File: src/rtl/enc_i2c_if.sv
`default_nettype none
// ============================================================================
// Module      : enc_i2c_if
// Description : Request/response and I2C pad signals of the enc_i2c master.
//               "slave" is the enc_i2c side; "master" is the controller side
//               that issues requests and resolves the open-drain SDA line.
// Revision    : 1.0 - initial release
// ============================================================================
interface enc_i2c_if;
  logic       iniciar;
  logic [6:0] endereco;
  logic       operacao;
  logic [7:0] dado_escrita;
  logic       sda_i;
  logic       scl;
  logic       sda_o;
  logic       ocupado;
  logic [7:0] dado_lido;
  logic       ack_erro;
  logic       concluido;

  modport slave (
    input  iniciar, endereco, operacao, dado_escrita, sda_i,
    output scl, sda_o, ocupado, dado_lido, ack_erro, concluido
  );

  modport master (
    output iniciar, endereco, operacao, dado_escrita, sda_i,
    input  scl, sda_o, ocupado, dado_lido, ack_erro, concluido
  );
endinterface
`default_nettype wire

File: src/rtl/enc_i2c.sv
`default_nettype none
// ============================================================================
// Module      : enc_i2c
// Description : Single-master I2C transaction generator. One request yields
//               START, address+R/W, ACK, one data byte (write, or read plus
//               master NACK) and STOP. Each bit is four quarters of DIV clks.
// Revision    : 1.0 - initial release
// ============================================================================
module enc_i2c #(
  parameter int DIV = 4
) (
  input wire         clk,
  input wire         reset,
  enc_i2c_if.slave   bus
);

  localparam int              c_DW       = (DIV > 1) ? $clog2(DIV) : 1;
  localparam logic [c_DW-1:0] c_DIV_LAST = c_DW'(DIV - 1);

  typedef enum logic [3:0] {
    S_OCIOSO, S_START, S_ENDERECO, S_ACK_END, S_DADO_ESC,
    S_ACK_DADO, S_DADO_LEI, S_NACK_M, S_STOP
  } state_t;

  state_t          state_q, state_d;
  logic [c_DW-1:0] div_q, div_d;
  logic [1:0]      qtr_q, qtr_d;
  logic [2:0]      bit_q, bit_d;
  logic [7:0]      addr_q, addr_d;     // {endereco, operacao}
  logic [7:0]      dado_q, dado_d;
  logic [6:0]      sh_q, sh_d;         // first seven read bits
  logic            ack_ok_q, ack_ok_d;
  logic [7:0]      lido_q, lido_d;
  logic            ack_erro_q, ack_erro_d;
  logic            ocupado_q, ocupado_d;
  logic            concluido_q, concluido_d;

  logic w_tick, w_samp, w_bit_end, w_scl, w_sda;

  // Quarter tick; the divider only runs while a transaction is active.
  assign w_tick    = (state_q != S_OCIOSO) && (div_q == c_DIV_LAST);
  assign w_samp    = w_tick && (qtr_q == 2'd2);
  assign w_bit_end = w_tick && (qtr_q == 2'd3);

  // State and datapath registers; reset aborts without a STOP.
  always_ff @(posedge clk or negedge reset) begin
    if (!reset) begin
      state_q     <= S_OCIOSO;
      div_q       <= '0;
      qtr_q       <= '0;
      bit_q       <= '0;
      addr_q      <= '0;
      dado_q      <= '0;
      sh_q        <= '0;
      ack_ok_q    <= 1'b0;
      lido_q      <= '0;
      ack_erro_q  <= 1'b0;
      ocupado_q   <= 1'b0;
      concluido_q <= 1'b0;
    end else begin
      state_q     <= state_d;
      div_q       <= div_d;
      qtr_q       <= qtr_d;
      bit_q       <= bit_d;
      addr_q      <= addr_d;
      dado_q      <= dado_d;
      sh_q        <= sh_d;
      ack_ok_q    <= ack_ok_d;
      lido_q      <= lido_d;
      ack_erro_q  <= ack_erro_d;
      ocupado_q   <= ocupado_d;
      concluido_q <= concluido_d;
    end
  end

  // Next-state: timing counters, bus sampling and phase sequencing.
  always_comb begin
    state_d     = state_q;
    div_d       = div_q;
    qtr_d       = qtr_q;
    bit_d       = bit_q;
    addr_d      = addr_q;
    dado_d      = dado_q;
    sh_d        = sh_q;
    ack_ok_d    = ack_ok_q;
    lido_d      = lido_q;
    ack_erro_d  = ack_erro_q;
    ocupado_d   = ocupado_q;
    concluido_d = 1'b0;

    if (state_q != S_OCIOSO) begin
      div_d = w_tick ? '0 : div_q + c_DW'(1);
      if (w_tick) qtr_d = qtr_q + 2'd1;
    end

    // SDA is sampled at the end of Q2; anything but a clean 0 is a NACK.
    if (w_samp) begin
      if (bus.sda_i == 1'b0) ack_ok_d = 1'b1;
      else                   ack_ok_d = 1'b0;
      sh_d = {sh_q[5:0], bus.sda_i};
    end

    case (state_q)
      S_OCIOSO: begin
        if (bus.iniciar) begin
          addr_d     = {bus.endereco, bus.operacao};
          dado_d     = bus.dado_escrita;
          ack_erro_d = 1'b0;
          ocupado_d  = 1'b1;
          state_d    = S_START;
        end
      end
      S_START: begin
        if (w_tick && (qtr_q == 2'd1)) begin
          qtr_d   = 2'd0;
          state_d = S_ENDERECO;
        end
      end
      S_ENDERECO: begin
        if (w_bit_end) begin
          bit_d = bit_q + 3'd1;
          if (bit_q == 3'd7) state_d = S_ACK_END;
        end
      end
      S_ACK_END: begin
        if (w_bit_end) begin
          if (!ack_ok_q) begin
            ack_erro_d = 1'b1;
            state_d    = S_STOP;
          end else if (addr_q[0]) begin
            state_d = S_DADO_LEI;
          end else begin
            state_d = S_DADO_ESC;
          end
        end
      end
      S_DADO_ESC: begin
        if (w_bit_end) begin
          bit_d = bit_q + 3'd1;
          if (bit_q == 3'd7) state_d = S_ACK_DADO;
        end
      end
      S_ACK_DADO: begin
        if (w_bit_end) begin
          if (!ack_ok_q) ack_erro_d = 1'b1;
          state_d = S_STOP;
        end
      end
      S_DADO_LEI: begin
        // The output byte is published only once all eight bits are in.
        if (w_samp && (bit_q == 3'd7)) lido_d = {sh_q, bus.sda_i};
        if (w_bit_end) begin
          bit_d = bit_q + 3'd1;
          if (bit_q == 3'd7) state_d = S_NACK_M;
        end
      end
      S_NACK_M: begin
        if (w_bit_end) state_d = S_STOP;
      end
      S_STOP: begin
        if (w_bit_end) begin
          ocupado_d   = 1'b0;
          concluido_d = 1'b1;
          state_d     = S_OCIOSO;
        end
      end
      default: state_d = S_OCIOSO;
    endcase
  end

  // Pad levels: SCL low in Q0/Q1, SDA only moves at bit boundaries except
  // for the START/STOP edges which happen while SCL is high.
  always_comb begin
    w_scl = 1'b1;
    w_sda = 1'b1;
    case (state_q)
      S_START: w_sda = 1'b0;
      S_ENDERECO: begin
        w_scl = qtr_q[1];
        w_sda = addr_q[~bit_q];
      end
      S_DADO_ESC: begin
        w_scl = qtr_q[1];
        w_sda = dado_q[~bit_q];
      end
      S_ACK_END, S_ACK_DADO, S_DADO_LEI, S_NACK_M: w_scl = qtr_q[1];
      S_STOP: begin
        w_scl = qtr_q[1];
        w_sda = (qtr_q == 2'd3);
      end
      default: ;
    endcase
  end

  assign bus.scl       = w_scl;
  assign bus.sda_o     = w_sda;
  assign bus.ocupado   = ocupado_q;
  assign bus.dado_lido = lido_q;
  assign bus.ack_erro  = ack_erro_q;
  assign bus.concluido = concluido_q;

endmodule
`default_nettype wire

File: src/flat_wrapper.sv
// flat-port wrapper written by rule: the top's interface ports become plain ports
module enc_i2c_flat 
#(
  parameter int DIV = 4
)
  (clk, reset, bus_iniciar, bus_endereco, bus_operacao, bus_dado_escrita, bus_sda_i, bus_scl, bus_sda_o, bus_ocupado, bus_dado_lido, bus_ack_erro, bus_concluido);
  enc_i2c_if bus_i ();
  input wire clk;
  input wire reset;
  input wire logic [$bits(bus_i.iniciar)-1:0] bus_iniciar;
  input wire logic [$bits(bus_i.endereco)-1:0] bus_endereco;
  input wire logic [$bits(bus_i.operacao)-1:0] bus_operacao;
  input wire logic [$bits(bus_i.dado_escrita)-1:0] bus_dado_escrita;
  input wire logic [$bits(bus_i.sda_i)-1:0] bus_sda_i;
  output wire logic [$bits(bus_i.scl)-1:0] bus_scl;
  output wire logic [$bits(bus_i.sda_o)-1:0] bus_sda_o;
  output wire logic [$bits(bus_i.ocupado)-1:0] bus_ocupado;
  output wire logic [$bits(bus_i.dado_lido)-1:0] bus_dado_lido;
  output wire logic [$bits(bus_i.ack_erro)-1:0] bus_ack_erro;
  output wire logic [$bits(bus_i.concluido)-1:0] bus_concluido;
  assign bus_i.iniciar = bus_iniciar;
  assign bus_i.endereco = bus_endereco;
  assign bus_i.operacao = bus_operacao;
  assign bus_i.dado_escrita = bus_dado_escrita;
  assign bus_i.sda_i = bus_sda_i;
  assign bus_scl = bus_i.scl;
  assign bus_sda_o = bus_i.sda_o;
  assign bus_ocupado = bus_i.ocupado;
  assign bus_dado_lido = bus_i.dado_lido;
  assign bus_ack_erro = bus_i.ack_erro;
  assign bus_concluido = bus_i.concluido;
  enc_i2c #(.DIV(DIV)) u_core (.clk(clk), .reset(reset), .bus(bus_i));
endmodule
File: config.mk
export PLATFORM = sky130hd
export DESIGN_NAME = enc_i2c_flat
export DESIGN_NICKNAME = d
export VERILOG_FILES = /design/src/rtl/enc_i2c_if.sv /design/src/rtl/enc_i2c.sv /design/src/flat_wrapper.sv
export SDC_FILE = /design/constraint.sdc
export NUM_CORES = 1
export LEC_CHECK = 0
export ABC_AREA = 1
export CORE_ASPECT_RATIO = 1.75
export CORE_MARGIN = 3
export CORE_UTILIZATION = 58
export DETAILED_ROUTE_END_ITERATION = 8
export GPL_ROUTABILITY_DRIVEN = 1
export PLACE_DENSITY = 0.82
export SLEW_MARGIN = 20
export SYNTH_ARGS = -nofsm -noshare
export SYNTH_HDL_FRONTEND = slang
export SYNTH_SLANG_ARGS = --single-unit
File: constraint.sdc
create_clock -name clk -period 4.36 [get_ports clk]
set_input_delay 0.654 -clock clk [delete_from_list [all_inputs] [get_ports clk]]
set_output_delay 0.654 -clock clk [all_outputs]
set_load 0.005 [all_outputs]
* After elaboration in Yosys (flattened, before gate mapping)
Cells that the tools add are included.
Word-level totals: flip-flop bits (word level) 46, bits of input ports 20, output and inout bits 13, logic and storage cells 97
Operators by class: add/sub/neg operators 3, magnitude comparators 1, equal/unequal tests 26, multiplexer cells 35, bitwise operators 1, reduce and logical (&&, ||, !) cells 19
Operators by type and width (number):
- $mux W4 | 12
- $pmux W4 S8 | 1
- $ne A2 B1 Y1 const B | 11
- $eq A4 B3 Y1 const B | 4
- $mux W2 | 6
- $mux W1 | 11
- $reduce_and A11 Y1 | 1
- $eq A4 B2 Y1 const B | 2
- $reduce_or A7 Y1 | 1
- $bmux W1 S3 | 2
- $eq A2 B2 Y1 const B | 3
- $reduce_and A2 Y1 | 3
- $logic_and A1 B1 Y1 | 5
- $add A2 B1 Y2 const B | 2
- $eq A4 B1 Y1 const B | 1
- $eq A4 B4 Y1 const B | 1
- $logic_not A4 Y1 | 1
- $lt A3 B4 Y1 const B | 1
- $ne A2 B2 Y1 const B | 2
- $pmux W1 S2 | 2
- $pmux W1 S4 | 1
- $reduce_and A4 Y1 | 1
- $reduce_bool A2 Y1 | 2
- $reduce_bool A4 Y1 | 1
- other kinds (7) | 8

* Depth between registers and ports, before layout
Gate-level depths: netlist of run 1.
word-level depth 6, mapped depth 10, gate-level depth less buffers 8

* Worst setup path before layout of run 1
OpenSTA, ideal clock, no wires.
kind reg2out, start point reg u_core.state_q[0], end point out bus_sda_o, arrival time 1082 ps, data required time 3706 ps, setup slack 2624 ps, stages on the path, launching flop included 8, buffers on the path 1, path through dfrtp_1 -> buf_6 -> nor2_4 -> nand3_1 -> nand3_1 -> nor2_1 -> nor2_1 -> nand3_1
Between the ends: word-level cells in the longest chain between the ends 2, elaborated cells on any way between the ends 5, classes of those cells eq/ne: 4; mux: 1
RTL lines:
- from (decl) | line enc_i2c.sv:25 | state_t state_q, state_d;
- from (signal assigned) | line enc_i2c.sv:61 | state_q <= state_d;
- $eq A4 B4 Y1, or another cell as far along | line enc_i2c.sv:176 | case (state_q)
- $pmux W1 S4 (*) | line enc_i2c.sv:176
- to (decl) | line flat_wrapper.sv:16 | output wire logic [$bits(bus_i.sda_o)-1:0] bus_sda_o;
Mark *: on every way between the ends. The rest lies on a longest branch, timed or not.

* Worst setup path after layout of run 1
Ends and elaborated chain as after synthesis.

==> results.md, run 1 <==
* Number of input and output port buffers inserted at 32
* Comb power frac at 0.413
* Worst slack at placement at 2050 ps
* Starting density of the core at 0.619
* Number of nets produced by synthesis at 265
* Net switching share of the total power at 0.378
* DR pass1 iterations at 5
* Crit path launch type: flip-flop
* Max IR drop VDD at 0.431 mV
* Depth of the most critical reg-to-reg path at 6
* Clock latency on the worst-skew pair at 300 ps
* HP Class: reg -> reg
* Wire length after detailed routing at 4.47 mm
* Largest net degree at the start of global routing at 47
* Adder-cell share of the synthesized area at 0.0328
* Congestion Overflow GR at 0
* P_int at 0.00101 W
* Detailed-route wire length per cell at 14.0 um
* CP endpoint kind: output port
* Core Box Area at 3700 um^2
* Largest family of logic cells by synthesized area: simple AND/OR/NAND/NOR gates
* Count of final hold-check violations at 0
* Yosys reg bits at 46
* Number of design-rule violations left by the first detailed-router iteration at 22
* Synth Cell Area at 2290 um^2
* Max Clock Skew at 6.20 ps
* Number of global-route vias before repair at 1704
* Vias at 1696
* Share of the core filled with cells in the final layout at 0.733
* Routability congestion estimate from global placement at 0.906
* Post-DR vias/cell at 5.30
* Warnings, synthesis at 0
* Critical path class: reg -> out
* Highest net fanout along the worst path at 8
* Multiplexer fraction of the synthesized cell area at 0.0917
* TritonCTS clock tree: built
* Post-Layout Inst Area at 2710 um^2
* H-Tree Level Count at 2
* Net switching power at 0.000614 W
* Number of sinks driven by the clock tree at 46
* Final worst path period need at 2630 ps
* Setup TNS at 0 ps
* Final setup viols at 0
* Area fraction in compound gates after synthesis at 0.0928
* I/O pin count at 33
* Hold Crit Depth at 2
* Sequential cell area fraction in the yosys report at 0.502
* Post-detailed-route DRC marker count at 0
* Leak at 1.32 nW
* Slew headroom at 0.350
* CTS root buf: clkbuf_8
* First-pass GRT wire length at 7.46 mm
* Pins over their slew limit at 0
* Overall die area at 4770 um^2
* Final-layout worst hold slack at 497 ps
* Number of resized instances in the post-cts repair step at 0
* Power per unit of standard cell area at 599 nW/um^2
* Final worst-path cycle share at 0.603
* Worst setup margin at 1730 ps
* Horizontal die dimension at 53.5 um
* Flop-to-flop setup slack at 2620 ps
* All-layer global routing usage at 0.216
* Post-place instance area at 2620 um^2
* CP Data Required Time at 3710 ps
* Result of the run: completed
* Unique cell type count in the Yosys netlist at 27
* Fraction of power consumed by the clock network at 0.162
* Data arrival time of the worst path at 1980 ps
* Flop pwr share at 0.425
* Total CTS buffers at 5
* Worst-path clk slew at 80 ps
* Unrepaired setup endpoints after global routing: false
* Quantity of hold-fixing buffers added after cts at 0
* Floorplan row count at 29
* Highest clock frequency the design can meet at 380 MHz
* Basic-gate share of the synthesized area counting and, or, nand and nor cells at 0.216
* Post-synthesis xor/xnor area fraction at 0.00382
* Detail Route Antenna Nets at 0
* Die Height at 89.2 um
* Number of antenna violations at the first check in global routing at 0
* Max_cap viols at 0
* Gate count after technology mapping at 239
* Buffer count from post-CTS setup fixing at 0
* Average cell area after synthesis at 9.59 um^2
* Synth-to-layout area growth at 18.3%
* # nets final at 299
* Fraction of final layout cells with drive strength greater than 1 at 0.157
* HPWL after detailed placement at 3.38 mm
* Clock tree buffer depth at 2
* Actual transition at the worst max-transition pin at 975 ps
* Antenna diode count at 0
[kinds of logic after synthesis]
family | after synthesis
AND/OR/NAND/NOR | 102
buffers and inverters | 30
adder cells (fa/ha/maj) | 6
XOR/XNOR | 1
multiplexers | 16
AO/OA/AOI/OAI | 38
flip-flops | 46
[sequential cells by signal (all words and copies together), names as in the netlist, 2 cells and up]
| name | count |
|---|---|
| u_core.addr_q | 8 |
| u_core.bus.dado_lido | 8 |
| u_core.dado_q | 8 |
| u_core.sh_q | 7 |
| u_core.state_q | 4 |
| u_core.bit_q | 3 |
| u_core.div_q | 2 |
| u_core.qtr_q | 2 |
[worst max-delay path, stage by stage, from the launching register on]
cell and delay, ps:
dfrtp_1 500, nor2_4 220, nand3_1 190, nand3_1 130, nor2_1 40, nor2_1 80
nand3_1 80, clkdlybuf4s50_1 440
[per-stage QoR]
step | std cells | power (W)
floorplan | 239 | 0.00120
global placement | 312 | 0.00136
detailed placement | 312 | 0.00137
CTS | 320 | 0.00164
global route | 320 | 0.00175
finish | 320 | 0.00162
[placed cells by master (no fill, tap or decap), drive strengths merged]
cell type      synthesis  routed
o21ai                 24      24
clkbuf                 0       7
nand3                 16      16
mux2                  16      16
nor3                   1       1
clkinv                 1       2
dfrtp                 46      46
ha                     6       6
xor2                   1       1
nand3b                 1       1
inv                   24      24
o31ai                  1       1
nor2                  34      34
o21a                   1       1
buf                    5       1
clkdlybuf4s50          0      31
o211ai                 1       1
nand2                 43      43
nand4                  7       7
a21oi                 11      11
[area by class of cell]
| class | count | area, um^2 |
|---|---|---|
| Multi-Input combinational cell | 163 | 1000 |
| Clock buffer | 7 | 86.3 |
| Clock inverter | 1 | 5.00 |
| Sequential cell | 46 | 1150 |
| Tap cell | 46 | 57.6 |
| Timing Repair Buffer | 32 | 315 |
| Inverter | 25 | 95.1 |
| Fill cell | 296 | 988 |
[final timing paths]
kind	from	end
worst max-delay path	u_core.state_q[0]	bus_sda_o
worst min-delay path	u_core.sh_q[4]	u_core.sh_q[4]
worst max register to register	u_core.bit_q[0]	u_core.bus.dado_lido[1]
worst min register to register	u_core.sh_q[4]	u_core.sh_q[4]
max in group asynchronous	reset	u_core.addr_q[7]
min in group asynchronous	reset	u_core.qtr_q[1]
[power groups by stage]
stage / Sequential (W) / Combinational [W] / Clock [W]
2_1_floorplan: 0.000643 / 0.000556 / 0
3_3_place_gp: 0.000693 / 0.000664 / 0
3_5_place_dp: 0.000699 / 0.000674 / 0
4_1_cts: 0.000691 / 0.000678 / 0.000274
5_1_grt: 0.000709 / 0.000754 / 0.000286
6_report: 0.000690 / 0.000670 / 0.000264
[Yosys cell counts]
library cell | instances | area (um^2)
nand2_2 | 1 | 6.26
nor2_2 | 4 | 25.0
nand2_1 | 38 | 143
nand3b_1 | 1 | 7.51
nand3_1 | 15 | 75.1
dfrtp_1 | 46 | 1150
a21oi_2 | 4 | 35.0
o31ai_1 | 1 | 7.51
inv_1 | 23 | 86.3
nand2_4 | 4 | 45.0
ha_1 | 6 | 75.1
nand4_1 | 7 | 43.8
o21ai_0 | 24 | 120
nand3_2 | 1 | 10.0
buf_6 | 3 | 33.8
buf_2 | 2 | 10.0
inv_2 | 1 | 3.75
a21oi_1 | 7 | 35.0
o21a_1 | 1 | 7.51
nor2_4 | 3 | 33.8
o211ai_1 | 1 | 7.51
nor2_1 | 27 | 101
nor3_1 | 1 | 5.00
clkinv_2 | 1 | 5.00
mux2_2 | 8 | 90.1
xor2_1 | 1 | 8.76
mux2_4 | 8 | 120
[layer usage]
layer	wire (um)	global-route usage
met1	1800	0.244
met2	2340	0.362
met3	175	0.0467
met4	151	0.130
met5	0	0
No activity file was read; power rests on OpenSTA's default activity.
==> run 2, diff against run 1 <==
Settings changed: CORE_UTILIZATION 58 to 49, PLACE_DENSITY 0.82 to 0.74.
Clock period 4.36 ns to 2.2 ns, I/O delays scaled along.
==> run 2 against run 1 <==
The flow now finishes with violations (hold timing). Hold slack got worse by 500 ps. Critical path depth fell by 1. Count of clock-buffer cells in the layout is 1 lower. Wire length rose by 6.0%. Cell area up 4.8%. First-iteration DRC count is 140% higher. Global-route usage down 3.0 points. Non-clock buffer count is 4 higher. Final cell count grew 2.8%. Clock skew is essentially flat. Largest cell class unchanged. Register-to-register slack lost 2100 ps.
==> results.md, run 2 (synthesis gave the netlist of run 1 again) <==
* Result of the run: finished with violations
* Violated checks: hold timing
* Wire length after detailed routing at 4.74 mm
* Vias at 1731
* Largest net degree at the start of global routing at 26
* Total power at 0.00355 W
* Worst setup margin at 258 ps
* Horizontal die dimension at 57.7 um
* Number of input and output port buffers inserted at 32
* Routability congestion estimate from global placement at 0.865
* Number of sinks driven by the clock tree at 46
* Starting density of the core at 0.516
* Count of final hold-check violations at 5
* Clock latency on the worst-skew pair at 300 ps
* Post-detailed-route DRC marker count at 0
* Post-DR vias/cell at 5.26
* Power per unit of standard cell area at 1250 nW/um^2
* Most frequent cells in the layout: dfrtp_1, nand2_1, clkdlybuf4s50_1
* Worst-path clk slew at 90 ps
* Most common library cell in the layout ignoring fill and taps: dfrtp_1
* Overall die area at 5570 um^2
* Max IR drop VDD at 0.886 mV
* Setup TNS at 0 ps
* Crit path launch type: flip-flop
* CTS root buf: clkbuf_8
* CP endpoint kind: output port
* Clock tree buffer depth at 2
* Final-layout worst hold slack at -7.14 ps
* All-layer global routing usage at 0.186
* Floorplan row count at 32
* Total CTS buffers at 5
* Number of global-route vias before repair at 1690
* Highest clock frequency the design can meet at 515 MHz
* HP Class: in -> async
* I/O pin count at 33
* Synth-to-layout area growth at 24.1%
* DR pass1 iterations at 4
* CP Data Required Time at 1870 ps
* # nets final at 303
* Number of antenna violations at the first check in global routing at 0
* Detail Route Antenna Nets at 0
* Quantity of hold-fixing buffers added after cts at 0
* Slew headroom at 0.662
* Die Height at 96.5 um
* Highest net fanout along the worst path at 7
* HPWL after detailed placement at 3.49 mm
* Pins over their slew limit at 0
* H-Tree Level Count at 2
* Detailed-route wire length per cell at 14.4 um
* RR Startpoint: u_core.bit_q[0]
* Data arrival time of the worst path at 1610 ps
* First-pass GRT wire length at 7.89 mm
* Worst Setup SP: u_core.state_q[0]
* Congestion Overflow GR at 0
* Share of the core filled with cells in the final layout at 0.640
* Actual transition at the worst max-transition pin at 507 ps
* TritonCTS clock tree: built
* Fraction of final layout cells with drive strength greater than 1 at 0.205
* Final worst-path cycle share at 0.883
* Unrepaired setup endpoints after global routing: false
* Core Box Area at 4440 um^2
* Antenna diode count at 0
* Number of design-rule violations left by the first detailed-router iteration at 52
* Leak at 1.37 nW
* Final setup viols at 0
* Final worst path period need at 1940 ps
* Critical path class: reg -> out
* Max Clock Skew at 5.97 ps
* Worst slack at placement at 197 ps
* Max_cap viols at 0
-- run 2: through the flow --
| step | std cells | area (um^2) |
|---|---|---|
| 6_report | 329 | 2840 |
| 5_1_grt | 329 | 2840 |
| 4_1_cts | 329 | 2840 |
| 3_5_place_dp | 319 | 2660 |
| 3_3_place_gp | 319 | 2660 |
| 2_1_floorplan | 239 | 2290 |
-- run 2: final timing paths --
path	end	slack [ps]	cells past startpoint
worst max-delay path	bus_scl	260	6
worst min-delay path	u_core.dado_q[1]	-7	1
worst max register to register	u_core.bus.dado_lido[2]	560	6
worst min register to register	u_core.bus.dado_lido[7]	480	2
max in group asynchronous	u_core.state_q[1]	1680	2
min in group clk	u_core.bus.dado_lido[7]	480	2
-- run 2: layout make-up --
cell class / count / area, um^2
Clock inverter: 2 / 60.1
Inverter: 25 / 95.1
Tap cell: 51 / 63.8
Sequential cell: 46 / 1160
Clock buffer: 6 / 82.6
Fill cell: 343 / 1600
Timing Repair Buffer: 36 / 359
Multi-Input combinational cell: 163 / 1020
-- run 2: power by group --
group	total [W]	switching (W)	internal, W
Combinational	0.00141	0.000750	0.000658
Clock	0.000763	0.000279	0.000484
Sequential	0.00138	0.000251	0.00113
Total	0.00355	0.00128	0.00227
-- run 2: timing repair --
item,CTS,global route
endpoints found under the setup margin,2,1
pin swaps,1,0
buffers inserted,2,0
gates resized for setup,12,2
-- run 2: routing by layer --
metal  vias up  wire, um  GRT usage
li1        865         -          -
met1       818      1940      0.218
met2        40      2530      0.327
met3         8       181     0.0346
met4         0        91     0.0793
met5         -         0          0
-- run 2: worst max-delay path, stage by stage (launching register included) --
cell,delay (ps)
dfrtp_2,480
nand2_1,100
inv_1,70
nand2_1,130
nand2_1,70
o31ai_1,190
dlygate4sd2_1,260
==> run 3, diff against run 2 <==
Settings changed: CORE_MARGIN 3 to default, CORE_UTILIZATION 49 to 54, PLACE_DENSITY 0.74 to 0.77.
Clock period 2.2 ns to 2.15 ns, I/O delays scaled along.
==> run 3 against run 2 <==
Cell area is 1.4% lower. Highest routed layer unchanged. Via count grew 0.17%. Combinational power rose by 5%. The run still ends with hold timing left. Hold slack got worse by 5.5 ps.
==> results.md, run 3 (synthesis gave the netlist of run 1 again) <==
* FILL cells at 344
* Area taken by multi-input logic gates at 1020 um^2
* Number of global-route vias before repair at 1794
* Clock latency on the worst-skew pair at 300 ps
* Final setup viols at 0
* Data arrival time of the worst path at 1680 ps
* Final worst-path cycle share at 0.931
* # nets final at 306
* Highest clock frequency the design can meet at 500 MHz
* I/O pin count at 33
* Overall die area at 4520 um^2
* Horizontal die dimension at 51.3 um
* Max IR drop VDD at 0.795 mV
* Actual transition at the worst max-transition pin at 532 ps
* HP Class: in -> async
* All-layer global routing usage at 0.232
* Vias at 1734
* Number of design-rule violations left by the first detailed-router iteration at 40
* Count of final hold-check violations at 15
* Quantity of hold-fixing buffers added after cts at 0
* Floorplan row count at 31
* Crit path launch type: flip-flop
* Post-Layout Inst Area at 2800 um^2
* First-pass GRT wire length at 7.62 mm
* Core Box Area at 4110 um^2
* Die Height at 88.2 um
* Routability congestion estimate from global placement at 0.871
* Critical path class: reg -> out
* DR pass1 iterations at 4
* CTS root buf: clkbuf_8
* Slew headroom at 0.646
* Antenna diode count at 0
* Number of antenna violations at the first check in global routing at 0
* Power per unit of standard cell area at 1230 nW/um^2
* Worst setup margin at 149 ps
* CP Data Required Time at 1830 ps
* Total CTS buffers at 5
* Number of input and output port buffers inserted at 32
* HPWL after detailed placement at 3.44 mm
* Most common library cell in the layout ignoring fill and taps: dfrtp_1
* Pins over their slew limit at 0
* Max Clock Skew at 11.3 ps
* Detailed-route wire length per cell at 14.0 um
* Post-place instance area at 2650 um^2
* Congestion Overflow GR at 0
* Worst slack at placement at 128 ps
* CP endpoint kind: output port
* Final worst path period need at 2000 ps
* Result of the run: finished with violations
* H-Tree Level Count at 2
* Leak at 1.35 nW
* Clock tree buffer depth at 2
* Number of sinks driven by the clock tree at 46
* Final-layout worst hold slack at -12.6 ps
* Largest net degree at the start of global routing at 26
* Setup TNS at 0 ps
* Worst-path clk slew at 90 ps
* Violated checks: hold timing
* Post-detailed-route DRC marker count at 0
* Detail Route Antenna Nets at 0
* Share of the core filled with cells in the final layout at 0.682
* Wire length after detailed routing at 4.63 mm
* Highest net fanout along the worst path at 6
* Synth-to-layout area growth at 22.3%
* Max_cap viols at 0
* Seq. cell area at 1160 um^2
* Starting density of the core at 0.558
* Unrepaired setup endpoints after global routing: false
* Fraction of final layout cells with drive strength greater than 1 at 0.210
* TritonCTS clock tree: built
* Most frequent cells in the layout: dfrtp_1, nand2_1, clkdlybuf4s50_1
* Post-DR vias/cell at 5.25
-- run 3: repair_timing --
item | in CTS | in global routing
endpoints found under the setup margin | 2 | 0
gates resized for setup | 12 | 0
setup buffers | 5 | 0
-- run 3: power breakdown --
part	total [W]	internal [W]	switching [W]
logic	0.00148	0.000705	0.000772
clock network	0.000552	0.000259	0.000293
registers	0.00141	0.00116	0.000255
total	0.00344	0.00212	0.00132
-- run 3: cell type report --
type | instances | share of cell area
clock buffer | 6 | 0.0295
clock inverter | 2 | 0.00446
inverter | 25 | 0.0339
multi-input combinational | 163 | 0.363
sequential | 46 | 0.413
tap | 49 | 0.0219
timing repair buffer | 39 | 0.135
-- run 3: worst max-delay path: stages, from the launching register on --
cell	delay, ps
dfrtp_2	480
nor2_4	140
nand2_2	90
inv_2	80
nand2_1	60
inv_1	70
nor2_1	40
nor2_1	70
nand3_1	80
dlygate4sd2_1	260
-- run 3: worst paths after layout --
path | to | slack [ps] | cells after the start | start
max | bus_sda_o | 150 | 9 | u_core.state_q[0]
min | u_core.bus.ack_erro | -10 | 1 | reset
max reg2reg | u_core.bus.dado_lido[3] | 480 | 9 | u_core.state_q[0]
min reg2reg | u_core.sh_q[6] | 490 | 2 | u_core.sh_q[6]
max in group asynchronous | u_core.state_q[0] | 1630 | 2 | reset
min in group clk | u_core.sh_q[6] | 490 | 2 | u_core.sh_q[6]
-- run 3: routing by layer --
layer | share of wire | global-route usage | vias up
li1 | - | - | 869
met1 | 0.41 | 0.260 | 832
met2 | 0.55 | 0.407 | 26
met3 | 0.022 | 0.0382 | 7
met4 | 0.018 | 0.133 | 0
met5 | 0 | 0 | -
-- run 3: per-stage QoR --
| stage | power, W | std cells |
|---|---|---|
| 3_5_place_dp | 0.00282 | 317 |
| 6_report | 0.00344 | 330 |
| 3_3_place_gp | 0.00279 | 317 |
| 2_1_floorplan | 0.00243 | 239 |
| 4_1_cts | 0.00346 | 330 |
| 5_1_grt | 0.00370 | 330 |
